--- config.mk ---
export PLATFORM = sky130hd
export DESIGN_NAME = alu_vec_sequencer
export DESIGN_NICKNAME = d
export VERILOG_FILES = /design/src/rtl/alu_pkg.sv /design/src/rtl/alu_vec_addr_gen.sv /design/src/rtl/alu_vec_sequencer.sv
export SDC_FILE = /design/constraint.sdc
export NUM_CORES = 1
export LEC_CHECK = 0
export CAP_MARGIN = 25
export CORE_AREA = 2 2 136 151
export CTS_CLUSTER_DIAMETER = 60
export DETAILED_ROUTE_END_ITERATION = 7
export DIE_AREA = 0 0 138 153
export DONT_BUFFER_PORTS = 1
export PLACE_DENSITY = 0.48
export SYNTH_ARGS = -nofsm -noshare
export SYNTH_HDL_FRONTEND = slang
export SYNTH_HIERARCHICAL = 1
export SYNTH_SLANG_ARGS = --single-unit
--- constraint.sdc ---
create_clock -name clk -period 5.1 [get_ports clk]
set_input_delay 0.51 -clock clk [delete_from_list [all_inputs] [get_ports clk]]
set_output_delay 0.51 -clock clk [all_outputs]
set_load 0.01 [all_outputs]
--- src/rtl/alu_pkg.sv ---
// rtl/alu_pkg.sv - shared ALU opcodes, opcode width and sequencer FSM encoding
//   Opcodes NOP..NOR are the ALU's defined operations; anything above ALU_NOR is
//   outside the defined set (checked only when ALU_SEQ_OPCHK_EN is defined).
package alu_pkg;

  localparam int OP_W = 5;

  localparam int unsigned ALU_NOP = 0;
  localparam int unsigned ALU_ADD = 1;
  localparam int unsigned ALU_SUB = 2;
  localparam int unsigned ALU_AND = 3;
  localparam int unsigned ALU_OR  = 4;
  localparam int unsigned ALU_XOR = 5;
  localparam int unsigned ALU_NOR = 6;

  typedef enum logic [2:0] {
    S_IDLE = 3'd0,
    S_RD_A = 3'd1,
    S_RD_B = 3'd2,
    S_CAP  = 3'd3,
    S_WR   = 3'd4,
    S_FIN  = 3'd5
  } seq_state_t;

endpackage

--- src/rtl/alu_vec_addr_gen.sv ---
// rtl/alu_vec_addr_gen.sv - element index, last-element compare and base+index adders
//   clk, rst_n          clock, asynchronous active-low reset
//   clr, inc            index clear (run start) / advance (after each write)
//   base_a/b/dst, count latched run parameters
//   addr_a/b/dst        base + next index (index value after the coming edge)
//   last                current index is the final element (index == count-1)
module alu_vec_addr_gen #(
  parameter int ADDR_W = 8
) (
  input  logic              clk,
  input  logic              rst_n,
  input  logic              clr,
  input  logic              inc,
  input  logic [ADDR_W-1:0] base_a,
  input  logic [ADDR_W-1:0] base_b,
  input  logic [ADDR_W-1:0] base_dst,
  input  logic [ADDR_W-1:0] count,
  output logic [ADDR_W-1:0] addr_a,
  output logic [ADDR_W-1:0] addr_b,
  output logic [ADDR_W-1:0] addr_dst,
  output logic              last
);

  logic [ADDR_W-1:0] idx_q;
  logic [ADDR_W-1:0] idx_d;

  // Adders run on the next index so the top can register the address that
  // belongs to the state being entered. Sums wrap modulo 2^ADDR_W.
  always_comb begin
    idx_d = idx_q;
    if (clr) begin
      idx_d = '0;
    end else if (inc) begin
      idx_d = idx_q + ADDR_W'(1);
    end
  end

  always_ff @(posedge clk or negedge rst_n) begin
    if (!rst_n) begin
      idx_q <= '0;
    end else begin
      idx_q <= idx_d;
    end
  end

  assign addr_a   = base_a + idx_d;
  assign addr_b   = base_b + idx_d;
  assign addr_dst = base_dst + idx_d;
  assign last     = (idx_q == (count - ADDR_W'(1)));

endmodule

--- src/rtl/alu_vec_sequencer.sv ---
// rtl/alu_vec_sequencer.sv - streams operand pairs from RAM through the ALU and writes results back
//   Optional macro ALU_SEQ_OPCHK_EN: rejects op > NOR at start (adds err output).
//   clk, rst_n                  clock, asynchronous active-low reset
//   start, op, base_a, base_b,
//   base_dst, count             run request and parameters, latched on accepted start
//   busy, done, err             run status; done/err are one-cycle pulses
//   ram_addr, ram_we, ram_wdata,
//   ram_rdata                   single-port synchronous RAM (read data one cycle after address)
//   alu_a, alu_b, alu_op,
//   alu_out                     registered ALU operands, combinational ALU result
module alu_vec_sequencer #(
  parameter int ADDR_W = 8,
  parameter int DATA_W = 32,
  parameter int OP_W   = 5
) (
  input  logic              clk,
  input  logic              rst_n,
  input  logic              start,
  input  logic [OP_W-1:0]   op,
  input  logic [ADDR_W-1:0] base_a,
  input  logic [ADDR_W-1:0] base_b,
  input  logic [ADDR_W-1:0] base_dst,
  input  logic [ADDR_W-1:0] count,
  output logic              busy,
  output logic              done,
`ifdef ALU_SEQ_OPCHK_EN
  output logic              err,
`endif
  output logic [ADDR_W-1:0] ram_addr,
  output logic              ram_we,
  output logic [DATA_W-1:0] ram_wdata,
  input  logic [DATA_W-1:0] ram_rdata,
  output logic [DATA_W-1:0] alu_a,
  output logic [DATA_W-1:0] alu_b,
  output logic [OP_W-1:0]   alu_op,
  input  logic [DATA_W-1:0] alu_out
);

  import alu_pkg::*;

  seq_state_t        state_q;
  seq_state_t        state_d;
  logic              start_ok;
  logic              idx_clr;
  logic              idx_inc;
  logic              op_bad;
  logic [OP_W-1:0]   op_q;
  logic [ADDR_W-1:0] base_a_q;
  logic [ADDR_W-1:0] base_b_q;
  logic [ADDR_W-1:0] base_dst_q;
  logic [ADDR_W-1:0] count_q;
  logic [ADDR_W-1:0] addr_a;
  logic [ADDR_W-1:0] addr_b;
  logic [ADDR_W-1:0] addr_dst;
  logic              last;

`ifdef ALU_SEQ_OPCHK_EN
  logic bad_q;
  assign op_bad = (32'(op) > ALU_NOR);
`else
  assign op_bad = 1'b0;
`endif

  alu_vec_addr_gen #(
    .ADDR_W (ADDR_W)
  ) u_addr_gen (
    .clk      (clk),
    .rst_n    (rst_n),
    .clr      (idx_clr),
    .inc      (idx_inc),
    .base_a   (base_a_q),
    .base_b   (base_b_q),
    .base_dst (base_dst_q),
    .count    (count_q),
    .addr_a   (addr_a),
    .addr_b   (addr_b),
    .addr_dst (addr_dst),
    .last     (last)
  );

  always_ff @(posedge clk or negedge rst_n) begin
    if (!rst_n) begin
      state_q <= S_IDLE;
    end else begin
      state_q <= state_d;
    end
  end

  always_comb begin
    state_d  = state_q;
    start_ok = 1'b0;
    idx_clr  = 1'b0;
    idx_inc  = 1'b0;
    case (state_q)
      S_IDLE: begin
        if (start) begin
          start_ok = 1'b1;
          idx_clr  = 1'b1;
          state_d  = (count == '0 || op_bad) ? S_FIN : S_RD_A;
        end
      end
      S_RD_A: state_d = S_RD_B;
      S_RD_B: state_d = S_CAP;
      S_CAP:  state_d = S_WR;
      S_WR: begin
        if (last) begin
          state_d = S_FIN;
        end else begin
          idx_inc = 1'b1;
          state_d = S_RD_A;
        end
      end
      S_FIN:   state_d = S_IDLE;
      default: state_d = S_IDLE;
    endcase
  end

  // Each state's RAM address is registered on entry so the synchronous RAM
  // returns the word during the following state.
  always_ff @(posedge clk or negedge rst_n) begin
    if (!rst_n) begin
      busy       <= 1'b0;
      done       <= 1'b0;
      ram_we     <= 1'b0;
      ram_addr   <= '0;
      alu_a      <= '0;
      alu_b      <= '0;
      alu_op     <= '0;
      op_q       <= '0;
      base_a_q   <= '0;
      base_b_q   <= '0;
      base_dst_q <= '0;
      count_q    <= '0;
    end else begin
      busy   <= (state_d != S_IDLE);
      done   <= (state_q == S_FIN);
      ram_we <= (state_d == S_WR);
      if (start_ok) begin
        op_q       <= op;
        base_a_q   <= base_a;
        base_b_q   <= base_b;
        base_dst_q <= base_dst;
        count_q    <= count;
      end
      if (start_ok && state_d == S_RD_A) begin
        ram_addr <= base_a;
      end else begin
        case (state_q)
          S_RD_A: ram_addr <= addr_b;
          S_CAP:  ram_addr <= addr_dst;
          S_WR:   if (!last) ram_addr <= addr_a;
          default: ;
        endcase
      end
      if (state_q == S_RD_B) begin
        alu_a <= ram_rdata;
      end
      if (state_q == S_CAP) begin
        alu_b  <= ram_rdata;
        alu_op <= op_q;
      end
    end
  end

`ifdef ALU_SEQ_OPCHK_EN
  always_ff @(posedge clk or negedge rst_n) begin
    if (!rst_n) begin
      bad_q <= 1'b0;
      err   <= 1'b0;
    end else begin
      if (start_ok) begin
        bad_q <= op_bad;
      end
      err <= (state_q == S_FIN) && bad_q;
    end
  end
`endif

  assign ram_wdata = alu_out;

endmodule
Yosys cells after proc, flatten, opt, wreduce, memory -nomap -nowiden --
Cells that the tools add are included. W data, S select, Z words.
Cells by class: muxes and demuxes 13, multipliers 0, magnitude comparators 0, div/mod/pow operators 0, shift-type cells 0, bitwise logic cells 0, reductions and logical operators 6, add/sub/neg operators 5, eq/ne operators 9
Operators by type and width (count):
- $mux W8 | 4
- $add A8 B8 Y8 | 3
- $pmux W8 S3 | 1
- $pmux W3 S5 | 1
- $eq A3 B3 Y1 const B | 3
- $mux W3 | 3
- $add A8 B1 Y8 const B | 1
- $eq A8 B8 Y1 | 1
- $logic_not A8 Y1 | 1
- $sub A8 B1 Y8 const B | 1
- $eq A3 B1 Y1 const B | 2
- $eq A3 B2 Y1 const B | 2
- $mux W1 | 4
- $reduce_bool A4 Y1 | 1
- $logic_not A3 Y1 | 1
- $ne A3 B3 Y1 const B | 1
- $reduce_bool A3 Y1 | 1
- $reduce_and A2 Y1 | 1
- $logic_and A1 B1 Y1 | 1
Storage, ports and cells: memory bits (read-only) 0, logic and storage cells 47, memory bits (writable) 0, bits in registers 128, output and inout port bits 112, bits in latches 0, memories kept 0

Logic depth before layout (Yosys ltp) --
Gate-level depths: netlist (run 1).
depth in word-level cells 10, mapped depth 21, depth with buffers taken out 20

Hierarchy --
Netlist (run 1), hierarchy kept.
Modules (own cells, without submodules):
- alu_vec_sequencer | area each 5222.5 um^2, sequential area each 3002.9 um^2, instances 1, cells an instance 362
- alu_vec_addr_gen | area each 1532.7 um^2, sequential area each 200.2 um^2, instances 1, cells an instance 179

Worst setup path before layout (run 1) --
No wires, ideal clock.
path kind flip-flop to flip-flop, start point register count_q[0], end point register ram_addr[7], data required time 4.979 ns, slack 1.063 ns, period minus slack after synthesis 4.037 ns, arrival time 3.916 ns, path buffers 1, cell stages (with the launch flop) 18, cells stage by stage dfrtp_1 nor3_1 xnor2_1 nand4_1 nor4bb_1 nor4b_4 buf_2 mux2i_1 or2_1 inv_1 ha_1 a211oi_1 o21bai_1 o41ai_1 xnor3_1 o221ai_1 a211oi_1 o22a_1
Between the ends: elaborated cells on any way between the ends 19
RTL lines:
- start, declared | RTL line alu_vec_sequencer.sv:51 | logic [ADDR_W-1:0] count_q;
- start signal, assigned | RTL line alu_vec_sequencer.sv:143 | count_q <= count;
- $sub A8 B1 Y8 | RTL line alu_vec_addr_gen.sv:49 | assign last = (idx_q == (count - ADDR_W'(1)));
- $eq A8 B8 Y1 | RTL line alu_vec_addr_gen.sv:49
- net last | RTL line alu_vec_sequencer.sv:55 | logic last;
- $mux W1 | RTL line alu_vec_sequencer.sv:106 | if (last) begin
- $mux W1 | RTL line alu_vec_sequencer.sv:94 | case (state_q)
- net idx_inc | RTL line alu_vec_sequencer.sv:45 | logic idx_inc;
- $mux W8 | RTL line alu_vec_addr_gen.sv:33 | end else if (inc) begin
- $mux W8 | RTL line alu_vec_addr_gen.sv:31 | if (clr) begin
- net u_addr_gen.idx_d[1] | RTL line alu_vec_addr_gen.sv:25 | logic [ADDR_W-1:0] idx_d;
- $add A8 B8 Y8 | RTL line alu_vec_addr_gen.sv:47 | assign addr_b = base_b + idx_d;
- net addr_b[7] | RTL line alu_vec_sequencer.sv:53 | logic [ADDR_W-1:0] addr_b;
- $pmux W8 S3 | RTL line alu_vec_sequencer.sv:148 | case (state_q)
- $mux W8 | RTL line alu_vec_sequencer.sv:145 | if (start_ok && state_d == S_RD_A) begin
- end signal, assigned | RTL line alu_vec_sequencer.sv:146 | ram_addr <= base_a;
- end signal, assigned | RTL line alu_vec_sequencer.sv:149 | S_RD_A: ram_addr <= addr_b;
- end signal, assigned | RTL line alu_vec_sequencer.sv:150 | S_CAP: ram_addr <= addr_dst;
- end, declared | RTL line alu_vec_sequencer.sv:29 | output logic [ADDR_W-1:0] ram_addr,
The timed path passes the listed nets, and every way through them passes these cells. The select of a mux whose other input is x is not followed. A chain may end at the register's enable or synchronous reset.

Final worst setup path (run 1) --
start point register count_q[0], end point register ram_addr[6]
Between the ends: elaborated cells on any way between the ends 19
RTL lines:
- $sub A8 B1 Y8 | RTL line alu_vec_addr_gen.sv:49
- $eq A8 B8 Y1 | RTL line alu_vec_addr_gen.sv:49
- net last | RTL line alu_vec_sequencer.sv:55
- $mux W1 | RTL line alu_vec_sequencer.sv:106
- $mux W1 | RTL line alu_vec_sequencer.sv:94
- net idx_inc | RTL line alu_vec_sequencer.sv:45
- $mux W8 | RTL line alu_vec_addr_gen.sv:33
- $mux W8 | RTL line alu_vec_addr_gen.sv:31
- net u_addr_gen.idx_d[5] | RTL line alu_vec_addr_gen.sv:25
- $add A8 B8 Y8 | RTL line alu_vec_addr_gen.sv:48 | assign addr_dst = base_dst + idx_d;
- net addr_dst[6] | RTL line alu_vec_sequencer.sv:54 | logic [ADDR_W-1:0] addr_dst;
- $pmux W8 S3 | RTL line alu_vec_sequencer.sv:148
- $mux W8 | RTL line alu_vec_sequencer.sv:145
The timed path passes the listed nets, and every way through them passes these cells. The select of a mux whose other input is x is not followed.

==> metrics, run 1 <==
Critical-path top delay cell=nor3_1; DRC=0; total routed wirelength=between 15000 and 20000 um; global-route usage over all layers=15.9%; status=finished, final reports clean; Peak Freq=between 0.2 and 0.25 GHz; yosys warns=6; synthesized area per cell=between 10 and 15 um^2; final max-slew violation count=0; CP peak stage delay=0.53 ns; Sum Neg Setup Slack=0 ns; worst hold-check path type=in -> async; Routed Antenna Nets=0; HPWL after detailed placement=between 10000 and 15000 um; worst slew pin tran=a little over 0.9 ns; Leakage=between 3 and 4 nW; Design Area, Final=0.00738 mm^2; DIE WIDTH=between 100 and 150 um; PortBufs=0; H-Tree Level Count=4; fin nets=between 600 and 700; Gate Count Post-Synth=about 540; synthesized area=slightly below 0.007 mm^2; # IOs=between 200 and 250; per-cell routed wire length=approximately 21 um; CTS clk-pin slew, worst paths=about 0.070 ns; vias in the first global route=approximately 4600; die height=between 150 and 200 um; CP most frequent cell=nor2b_1; MaxCap Viol Count=0; Synthesized Nets=671; Area contributors post-synth=dfrtp_1 (47%), mux2_2 (13%), mux2_1 (4.8%); flops & latches, synth=approximately 130; Peak VDD IR=0.259 mV; CP required=around 5.4 ns; Initial Util=34.5%; Reg power frac=40.6%; dpl cells=~740; ys async rst share=100%; Critical Path Start Type=flop; largest net degree at the start of global routing=between 100 and 150; most common cell in the synthesized netlist=dfrtp_1; Finish-stage setup viols=0; placer congestion estimate=0.787; post-route clock period utilization=91.8%; placed cell areas=0.00673 mm^2; Comb pwr share=between 30% and 40%; count of different cell masters after synthesis=64; endpoint type of the worst setup path=flop; NetSw=2.03 mW; PD cells=approximately 700 mW/mm^2; sequential-to-total area share from yosys stat=between 40% and 50%; Setup Fix Bufs, Post-CTS=0; fin cells=around 800; Core Area=slightly below 0.02 mm^2; Die Footprint=~0.021 mm^2; fillers=approximately 2000; RSZ-0062 raised after global routing=false; worst-skew pair later-pin latency=roughly 0.42 ns; gr ovfl total=0; via-per-instance ratio=roughly 5.4; Synth Flop Type=dfrtp_1; Tot Pwr=just over 5 mW; Pre-Repair DR Iteration Count=4; initial antenna violation count=1; Crit Path Max Fanout=8; CTS Buffer Depth=2; CTS tree=yes; Slew HR=a little under two fifths; post-synth top area share=a little under half; number of flops mapped to enable cells by yosys=0; Crit Path Category=reg -> reg; commonest cells in the netlist=dfrtp_1 (128), mux2_2 (77), buf_4 (38), mux2_1 (29), ha_1 (23); DRT iter0 DRCs=between 150 and 200; Yosys top cell by area=dfrtp_1; Num CTS Buffers=17; via total after detailed routing=~4200; Internal=between 3 and 4 mW; Hold Fails Final Rpt=0; root buffer cell=clkbuf_16; first-pass GRT wire length=about 26000 um; fraction of layout cells with a size suffix above 1=25.1%; Max Clock Skew=0.00715 ns; synthesis-to-finish area growth=9.26%; critical path cell sequence=nor3_1, a221o_1, nand4_1, nor4bb_1, nor4b_4, nand4_2, or3_1, a21oi_2, ha_1, nor2b_1, a221oi_1, o311ai_1, nor2b_1, o2bb2ai_1, a211oi_1, o22a_1; Clock power frac=a little under a quarter; Tmin final=about 4.7 ns; row count=between 50 and 60; worst endpoint data arrival time=~5 ns; Min Hold Slack=about 0.046 ns; CTS Sinks=128; sw frac=39.2%
worst max-delay path: cells and delay by family, from the launching register on:
kind	cells	cell delay, ns
flops	1	0.41
fa+ha+maj	1	0.36
simple gates	8	2.31
compound gates	7	1.49
final cells by class:
type	instances	area [um^2]	area share, %
Timing Repair Buffer	8	92.6	1.25
Antenna cell	1	2.50	0.0339
Clock buffer	17	425	5.76
Sequential cell	128	3200	43.4
Clock inverter	15	164	2.22
Tap cell	252	315	4.27
Multi-Input combinational cell	342	3120	42.2
Inverter	16	60.1	0.814
timing repair:
item / 4_1_cts / 5_1_grt
hold endpoints to repair: 128 / 0
gates resized for setup: 0 / 2
hold buffers: 1 / 0
endpoints found under the setup margin: 0 / 2
flip-flops by register name, summed over array words and instances (netlist names):
signal            cells
state_q               3
ram_we                1
op_q                  5
alu_b                32
base_a_q              8
u_addr_gen/idx_q      8
alu_op                5
done                  1
count_q               8
ram_addr              8
alu_a                32
base_dst_q            8
base_b_q              8
busy                  1
cells in the final DEF, fill, tap and decap left out, drive strengths merged, types with 4 or more instances in the layout:
master,count
o211ai,6
xor2,9
buf,8
xnor2,16
o21bai,10
nand4,9
nand2,13
nor2b,12
ha,23
clkbuf,17
nor2,12
o221ai,7
mux2,106
o22a,7
a211oi,11
dfrtp,128
inv,25
nor3,8
nand2b,4
o21ai,8
a21oi,17
clkinv,5
a21o,12
o2bb2ai,7
metal layers:
metal	track usage, %	vias up	share of wire [%]
met3	7.80	21	11
met4	5.10	0	1.5
met2	26.0	177	48
met1	18.3	2117	39
li1	-	1889	-
met5	0	-	0
power by group through the flow:
| stage | registers [mW] | logic (mW) | clock network [mW] |
|---|---|---|---|
| after global routing | 2.18 | 2.09 | 1.29 |
| after CTS | 2.12 | 1.88 | 1.24 |
| after global placement | 2.13 | 1.81 | 0 |
| after floorplan | 1.93 | 1.63 | 0 |
| after detailed placement | 2.12 | 1.85 | 0 |
| final | 2.10 | 1.88 | 1.20 |
final timing paths:
check | start | end | slack [ns] | cells after the start
worst max-delay path | count_q[0] | ram_addr[6] | 0.42 | 16
worst min-delay path | rst_n | base_dst_q[3] | 0.05 | 1
worst max register to register | count_q[0] | ram_addr[6] | 0.42 | 16
worst min register to register | op_q[3] | op_q[3] | 0.48 | 1
max in group asynchronous | rst_n | alu_b[0] | 4.56 | 1
min in group clk | ram_rdata[22] | alu_b[22] | 0.22 | 1
through the flow:
stage | util (%) | setup WS (ns)
after floorplan | - | 1.06
after global placement | 34.4 | 0.335
after detailed placement | 34.4 | 0.223
after CTS | 37.5 | 0.200
after global routing | 37.7 | 0.0189
final | 37.7 | 0.420
cells by family (layout without fill, tap and decap cells):
logic type,count (synthesis),after routing,synth area share (%)
compound gates,103,103,11.4
xor+xnor,28,28,4.24
fa+ha+maj,26,26,5.15
buf+inv,71,56,6.67
flops,128,128,47.4
mux,107,107,17.8
other cells,0,1,0
simple gates,78,78,7.28
Note: power is estimated with default switching activity, not from simulation.
==> run 2: changes to the inputs <==
- CORE_AREA: 2 2 136 151 -> 2 2 109 122
- DIE_AREA: 0 0 138 153 -> 0 0 111 124
- MAX_ROUTING_LAYER: not set -> met4
- PLACE_DENSITY: 0.48 -> 0.69
==> run 2 against run 1 <==
  * Flip-flop and latch count unchanged
  * Sequential power about the same
  * Global-route usage grew 6.3 points
  * Largest power group unchanged
  * Register-to-register slack worse by 0.07 ns
  * Setup slack got worse by 0.073 ns
  * Count of clock-buffer cells in the layout grew 1
  * Cell count down 13%
  * Critical path type unchanged
==> metrics, run 2 (same netlist as run 1, synthesis figures left out) <==
DIE WIDTH=111 um (was 138 um); via-per-instance ratio=6.22 (was 5.40); Internal=3.27 mW (was 3.15 mW); R2R Path End=ram_addr[6] (unchanged); HPWL after detailed placement=10400 um (was 11400 um); Hold Fails Final Rpt=0 (unchanged); Pre-Repair DR Iteration Count=4 (unchanged); gr ovfl total=0 (unchanged); Sum Neg Setup Slack=0 ns (unchanged); Tmin final=4.75 ns (was 4.68 ns); NetSw=1.92 mW (was 2.03 mW); endpoint type of the worst setup path=flop (unchanged); worst-skew pair later-pin latency=0.42 ns (about the same); Finish-stage setup viols=0 (unchanged); CP required=5.46 ns (was 5.41 ns); fin cells=679 (was 779); final max-slew violation count=0 (unchanged); Max Clock Skew=0.00546 ns (was 0.00715 ns); Initial Util=54.4% (was 34.5%); vias in the first global route=4493 (was 4578); per-cell routed wire length=21.6 um (was 21.1 um); DRT iter0 DRCs=238 (was 184); R2R depth=16 (unchanged); worst endpoint data arrival time=5.11 ns (was 4.99 ns); # diodes=0 (was 1); Crit Path Category=reg -> reg (unchanged); total routed wirelength=14700 um (was 16400 um); placer congestion estimate=0.856 (was 0.787); fillers=996 (was 1956); # IOs=216 (unchanged); Num CTS Buffers=17 (unchanged); Critical Path Start Type=flop (unchanged); grt met2 use=34.7% (was 26.0%); largest net degree at the start of global routing=129 (unchanged); Slew HR=35.1% (was 37.6%); fin nets=639 (was 643); post-route clock period utilization=93.2% (was 91.8%); Peak Freq=0.210 GHz (was 0.214 GHz); Critical Path Start=count_q[0] (unchanged); M1 GR Usage=25.9% (was 18.3%); first-pass GRT wire length=22900 um (was 26200 um); RSZ-0062 raised after global routing=false (unchanged); Reg power frac=40.4% (was 40.6%); status=finished, final reports clean (unchanged); Routed Antenna Nets=0 (unchanged); via total after detailed routing=4226 (was 4204); reg-to-reg startpoint=count_q[0] (unchanged); Leakage=3.11 nW (was 3.13 nW); PortBufs=0 (unchanged); Setup Fix Bufs, Post-CTS=0 (unchanged); CTS clk-pin slew, worst paths=0.06 ns (was 0.07 ns); sw frac=37.0% (was 39.2%); H-Tree Level Count=4 (unchanged); placed cell areas=0.00659 mm^2 (was 0.00673 mm^2); Clock power frac=24.2% (was 23.2%); dpl cells=646 (was 744); DRC=0 (unchanged); CTS tree=yes (unchanged); Die Footprint=0.0138 mm^2 (was 0.0211 mm^2); fraction of layout cells with a size suffix above 1=24.3% (was 25.1%); MaxCap Viol Count=0 (unchanged); initial antenna violation count=0 (was 1); Design Area, Final=0.00724 mm^2 (was 0.00738 mm^2); global-route usage over all layers=22.2% (was 15.9%); PD cells=717 mW/mm^2 (was 703 mW/mm^2); Top Registers=alu_a: 32 flops, alu_b: 32 flops (unchanged); row count=43 (was 54); Most Crowded Layer GR=met2 (unchanged); routing usage on met3=7.69% (was 7.80%); root buffer cell=clkbuf_16 (unchanged); worst hold-check path type=in -> async (unchanged); most frequent cells in the layout=dfrtp_1 (128), mux2_2 (77), mux2_1 (29) (unchanged); final core area utilization=58.3% (was 37.7%); Crit Path Max Fanout=8 (unchanged); Peak VDD IR=0.350 mV (was 0.259 mV); CTS Buffer Depth=2 (unchanged); CTS Sinks=128 (unchanged); Core Area=0.0124 mm^2 (was 0.0196 mm^2); most common cell after layout, fill and taps aside=dfrtp_1 (unchanged); synthesis-to-finish area growth=7.24% (was 9.26%); die height=124 um (was 153 um); Comb pwr share=35.4% (was 36.3%); Min Hold Slack=0.0399 ns (was 0.0458 ns); worst slew pin tran=0.970 ns (was 0.934 ns); Reg2Reg Setup Slack=0.35 ns (was 0.42 ns)
==> run 2: cell count changes in the layout (fill, tap and decap cells not counted), sizes merged <==
cell,change
buf,-4
diode,-1
clkinvlp,+1
inv,-5
bufinv,+3
clkbuf,+1
==> run 2: power groups by stage <==
stage | combinational (mW) | sequential (mW) | clock [mW]
floorplan | 1.63 | 1.93 | 0
global placement | 1.75 | 2.11 | 0
detailed placement | 1.81 | 2.12 | 0
CTS | 1.85 | 2.11 | 1.28
global route | 2.03 | 2.17 | 1.32
finish | 1.84 | 2.10 | 1.26
==> run 2: timing repair <==
action	in CTS	in global routing
hold buffers	1	0
setup endpoints to repair	0	2
endpoints found under the hold margin	128	0
resized for setup	0	1
==> run 2: area by class of cell <==
cell class | instances | area [um^2] | area share [%]
Timing Repair Buffer | 4 | 50.0 | 0.691
Tap cell | 157 | 196 | 2.71
Inverter | 16 | 60.1 | 0.829
Clock inverter | 14 | 180 | 2.49
Sequential cell | 128 | 3200 | 44.2
Multi-Input combinational cell | 342 | 3120 | 43.0
Clock buffer | 18 | 439 | 6.06
==> run 2: worst max-delay path, cell delays in order (launching register included) <==
cell,delay (ns)
dfrtp_1,0.43
inv_1,0.08
ha_1,0.18
nand2b_1,0.11
nor4_1,0.24
xnor2_1,0.16
nor4bb_1,0.11
nor4b_4,0.50
nand4_2,0.25
or3_1,0.41
a21oi_1,0.57
ha_1,0.44
or4_1,0.51
o2111ai_1,0.13
o221ai_1,0.14
a211oi_1,0.27
o22a_1,0.18
==> run 2: per-stage QoR <==
stage	total power, mW	worst slack [ns]
after CTS	5.24	0.273
after global routing	5.52	0.122
after detailed placement	3.93	0.307
after floorplan	3.56	1.06
final	5.20	0.347
after global placement	3.86	0.578
==> run 2: worst max path at each step <==
stage | to | depth (start not counted)
6_report | ram_addr[6] | 16
3_5_place_dp | ram_addr[6] | 14
2_1_floorplan | ram_addr[7] | 17
3_3_place_gp | ram_addr[6] | 17
4_1_cts | ram_addr[6] | 14
5_1_grt | ram_addr[6] | 16
==> run 2: routing by layer <==
layer  share of wire [%]  vias up
li1                    -     1893
met1                  39     2113
met2                  49      184
met4                 3.1        0
met3                 9.0       36
met5                   0        -
==> run 3: changes to the inputs <==
- CORE_AREA: 2 2 109 122 -> 2 2 120 134
- DIE_AREA: 0 0 111 124 -> 0 0 122 136
- PLACE_DENSITY: 0.69 -> 0.6
- RECOVER_POWER: not set -> 100
==> run 3 against run 2 <==
  * The run now ends with capacitance limit, slew limit left
  * Flip-flop and latch count stayed put
  * Utilization is 11 points lower
  * Clock skew is 0.0031 ns higher
  * Combinational power hardly changed
  * Non-clock buffer count is 1 higher
  * Highest routed layer unchanged
==> metrics, run 3 (same netlist as run 1, synthesis figures left out) <==
via total after detailed routing=4160 (was 4226); DRT iter0 DRCs=243 (was 238); CTS tree=yes (unchanged); status=complete, but fails checks (was finished, final reports clean); # IOs=216 (unchanged); CP required=5.41 ns (was 5.46 ns); hold path start=ram_rdata[27]; via-per-instance ratio=5.75 (was 6.22); worst-skew pair later-pin latency=0.42 ns (about the same); Peak Freq=0.214 GHz (was 0.210 GHz); Critical Path Start Type=flop (unchanged); most common cell after layout, fill and taps aside=dfrtp_1 (unchanged); DRC=0 (unchanged); worst endpoint data arrival time=4.97 ns (was 5.11 ns); gr ovfl total=0 (unchanged); Sum Neg Setup Slack=0 ns (unchanged); die height=136 um (was 124 um); Hold Fails Final Rpt=0 (unchanged); Initial Util=44.1% (was 54.4%); worst hold-check path type=in -> reg (was in -> async); initial antenna violation count=1 (was 0); CTS clk-pin slew, worst paths=0.06 ns (about the same); final core area utilization=47.0% (was 58.3%); total routed wirelength=15100 um (was 14700 um); HPWL after detailed placement=10400 um (about the same); Crit Path Max Fanout=8 (unchanged); CTS Sinks=128 (unchanged); Peak VDD IR=0.300 mV (was 0.350 mV); fin nets=640 (was 639); Num CTS Buffers=17 (unchanged); Slew HR=-109% (was 35.1%); Finish-stage setup viols=0 (unchanged); RSZ-0062 raised after global routing=false (unchanged); largest net degree at the start of global routing=129 (unchanged); Top Registers=alu_a: 32 flops, alu_b: 32 flops (unchanged); Leakage=3.05 nW (was 3.11 nW); fin cells=724 (was 679); PortBufs=0 (unchanged); per-cell routed wire length=20.8 um (was 21.6 um); Critical Path Start=count_q[0] (unchanged); fillers=1395 (was 996); DIE WIDTH=122 um (was 111 um); row count=48 (was 43); PD cells=707 mW/mm^2 (was 717 mW/mm^2); Min Hold Slack=0.215 ns (was 0.0399 ns); root buffer cell=clkbuf_16 (unchanged); worst slew pin tran=3.14 ns (was 0.970 ns); failing checks=capacitance limit, slew limit; dpl cells=690 (was 646); Setup Fix Bufs, Post-CTS=0 (unchanged); H-Tree Level Count=4 (unchanged); Core Area=0.0153 mm^2 (was 0.0124 mm^2); global-route usage over all layers=19.5% (was 22.2%); synthesis-to-finish area growth=6.46% (was 7.24%); CTS Buffer Depth=2 (unchanged); endpoint type of the worst setup path=flop (unchanged); fraction of layout cells with a size suffix above 1=23.9% (was 24.3%); Max Clock Skew=0.00859 ns (was 0.00546 ns); Die Footprint=0.0166 mm^2 (was 0.0138 mm^2); MaxCap Viol Count=4 (was 0); final max-slew violation count=241 (was 0); reg-to-reg startpoint=count_q[0] (unchanged); vias in the first global route=4383 (was 4493); Pre-Repair DR Iteration Count=4 (unchanged); post-route clock period utilization=91.5% (was 93.2%); Tmin final=4.67 ns (was 4.75 ns); placer congestion estimate=0.878 (was 0.856); Crit Path Category=reg -> reg (unchanged); most frequent cells in the layout=dfrtp_1 (128), mux2_2 (77), mux2_1 (29) (unchanged); Routed Antenna Nets=0 (unchanged); first-pass GRT wire length=23900 um (was 22900 um)
run 3: stage by stage:
stage | cell area [um^2] | setup slack (ns) | power, mW
after floorplan | 6760 | 1.06 | 3.56
after global placement | 6650 | 0.371 | 3.89
after detailed placement | 6650 | 0.220 | 3.95
after CTS | 7230 | 0.152 | 5.13
after global routing | 7190 | 0.0709 | 5.41
final | 7190 | 0.433 | 5.08
run 3: metal layers:
layer | global-route usage (%) | vias up | wire length, um
met2 | 29.4 | 160 | 7250
met1 | 24.1 | 2076 | 6260
met3 | 5.20 | 35 | 1270
li1 | - | 1889 | -
met5 | - | - | 0
met4 | 9.77 | 0 | 297
run 3: worst max-delay path, cell delays in order, from the launching register on:
cell and delay (ns):
dfrtp_1 0.42, inv_1 0.08, ha_1 0.18, nand2b_1 0.10, nor4_1 0.28, xnor2_1 0.16, nor4bb_1 0.11, nor4b_4 0.52
nand4_1 0.33, or3_1 0.42, a21oi_2 0.33, ha_1 0.35, nor2b_1 0.17, a221oi_1 0.26, o311ai_1 0.20, nor2b_1 0.22
o2bb2ai_1 0.14, a211oi_1 0.08, o22a_1 0.21
run 3: worst paths after layout:
check,to,cells after the start,slack (ns)
min reg2reg,op_q[3],1,0.48
max,ram_addr[6],18,0.43
min in group asynchronous,alu_a[18],1,1.12
max in group asynchronous,u_addr_gen/idx_q[6],1,2.16
min,alu_b[27],1,0.21
max reg2reg,ram_addr[6],18,0.43
run 3: report_power, final:
group	leakage [nW]	total, mW	switching, mW	internal, mW
registers	1.53	2.09	0.570	1.52
logic	1.26	1.86	0.885	0.973
clock network	0.270	1.13	0.498	0.635
run 3: cell type report:
class | count | area [um^2] | share of cell area (%)
tap | 200 | 250 | 3.48
clock inverter | 15 | 125 | 1.74
multi-input combinational | 342 | 3100 | 43.1
antenna | 1 | 2.50 | 0.0348
timing repair buffer | 5 | 27.5 | 0.383
sequential | 128 | 3200 | 44.5
clock buffer | 17 | 425 | 5.92
inverter | 16 | 60.1 | 0.835
run 3: timing repair:
| action | 4_1_cts | 5_1_grt |
|---|---|---|
| setup endpoints to repair | 0 | 2 |
| endpoints found under the hold margin | 128 | 0 |
| gates resized for setup | 0 | 3 |
| hold buffers | 1 | 0 |
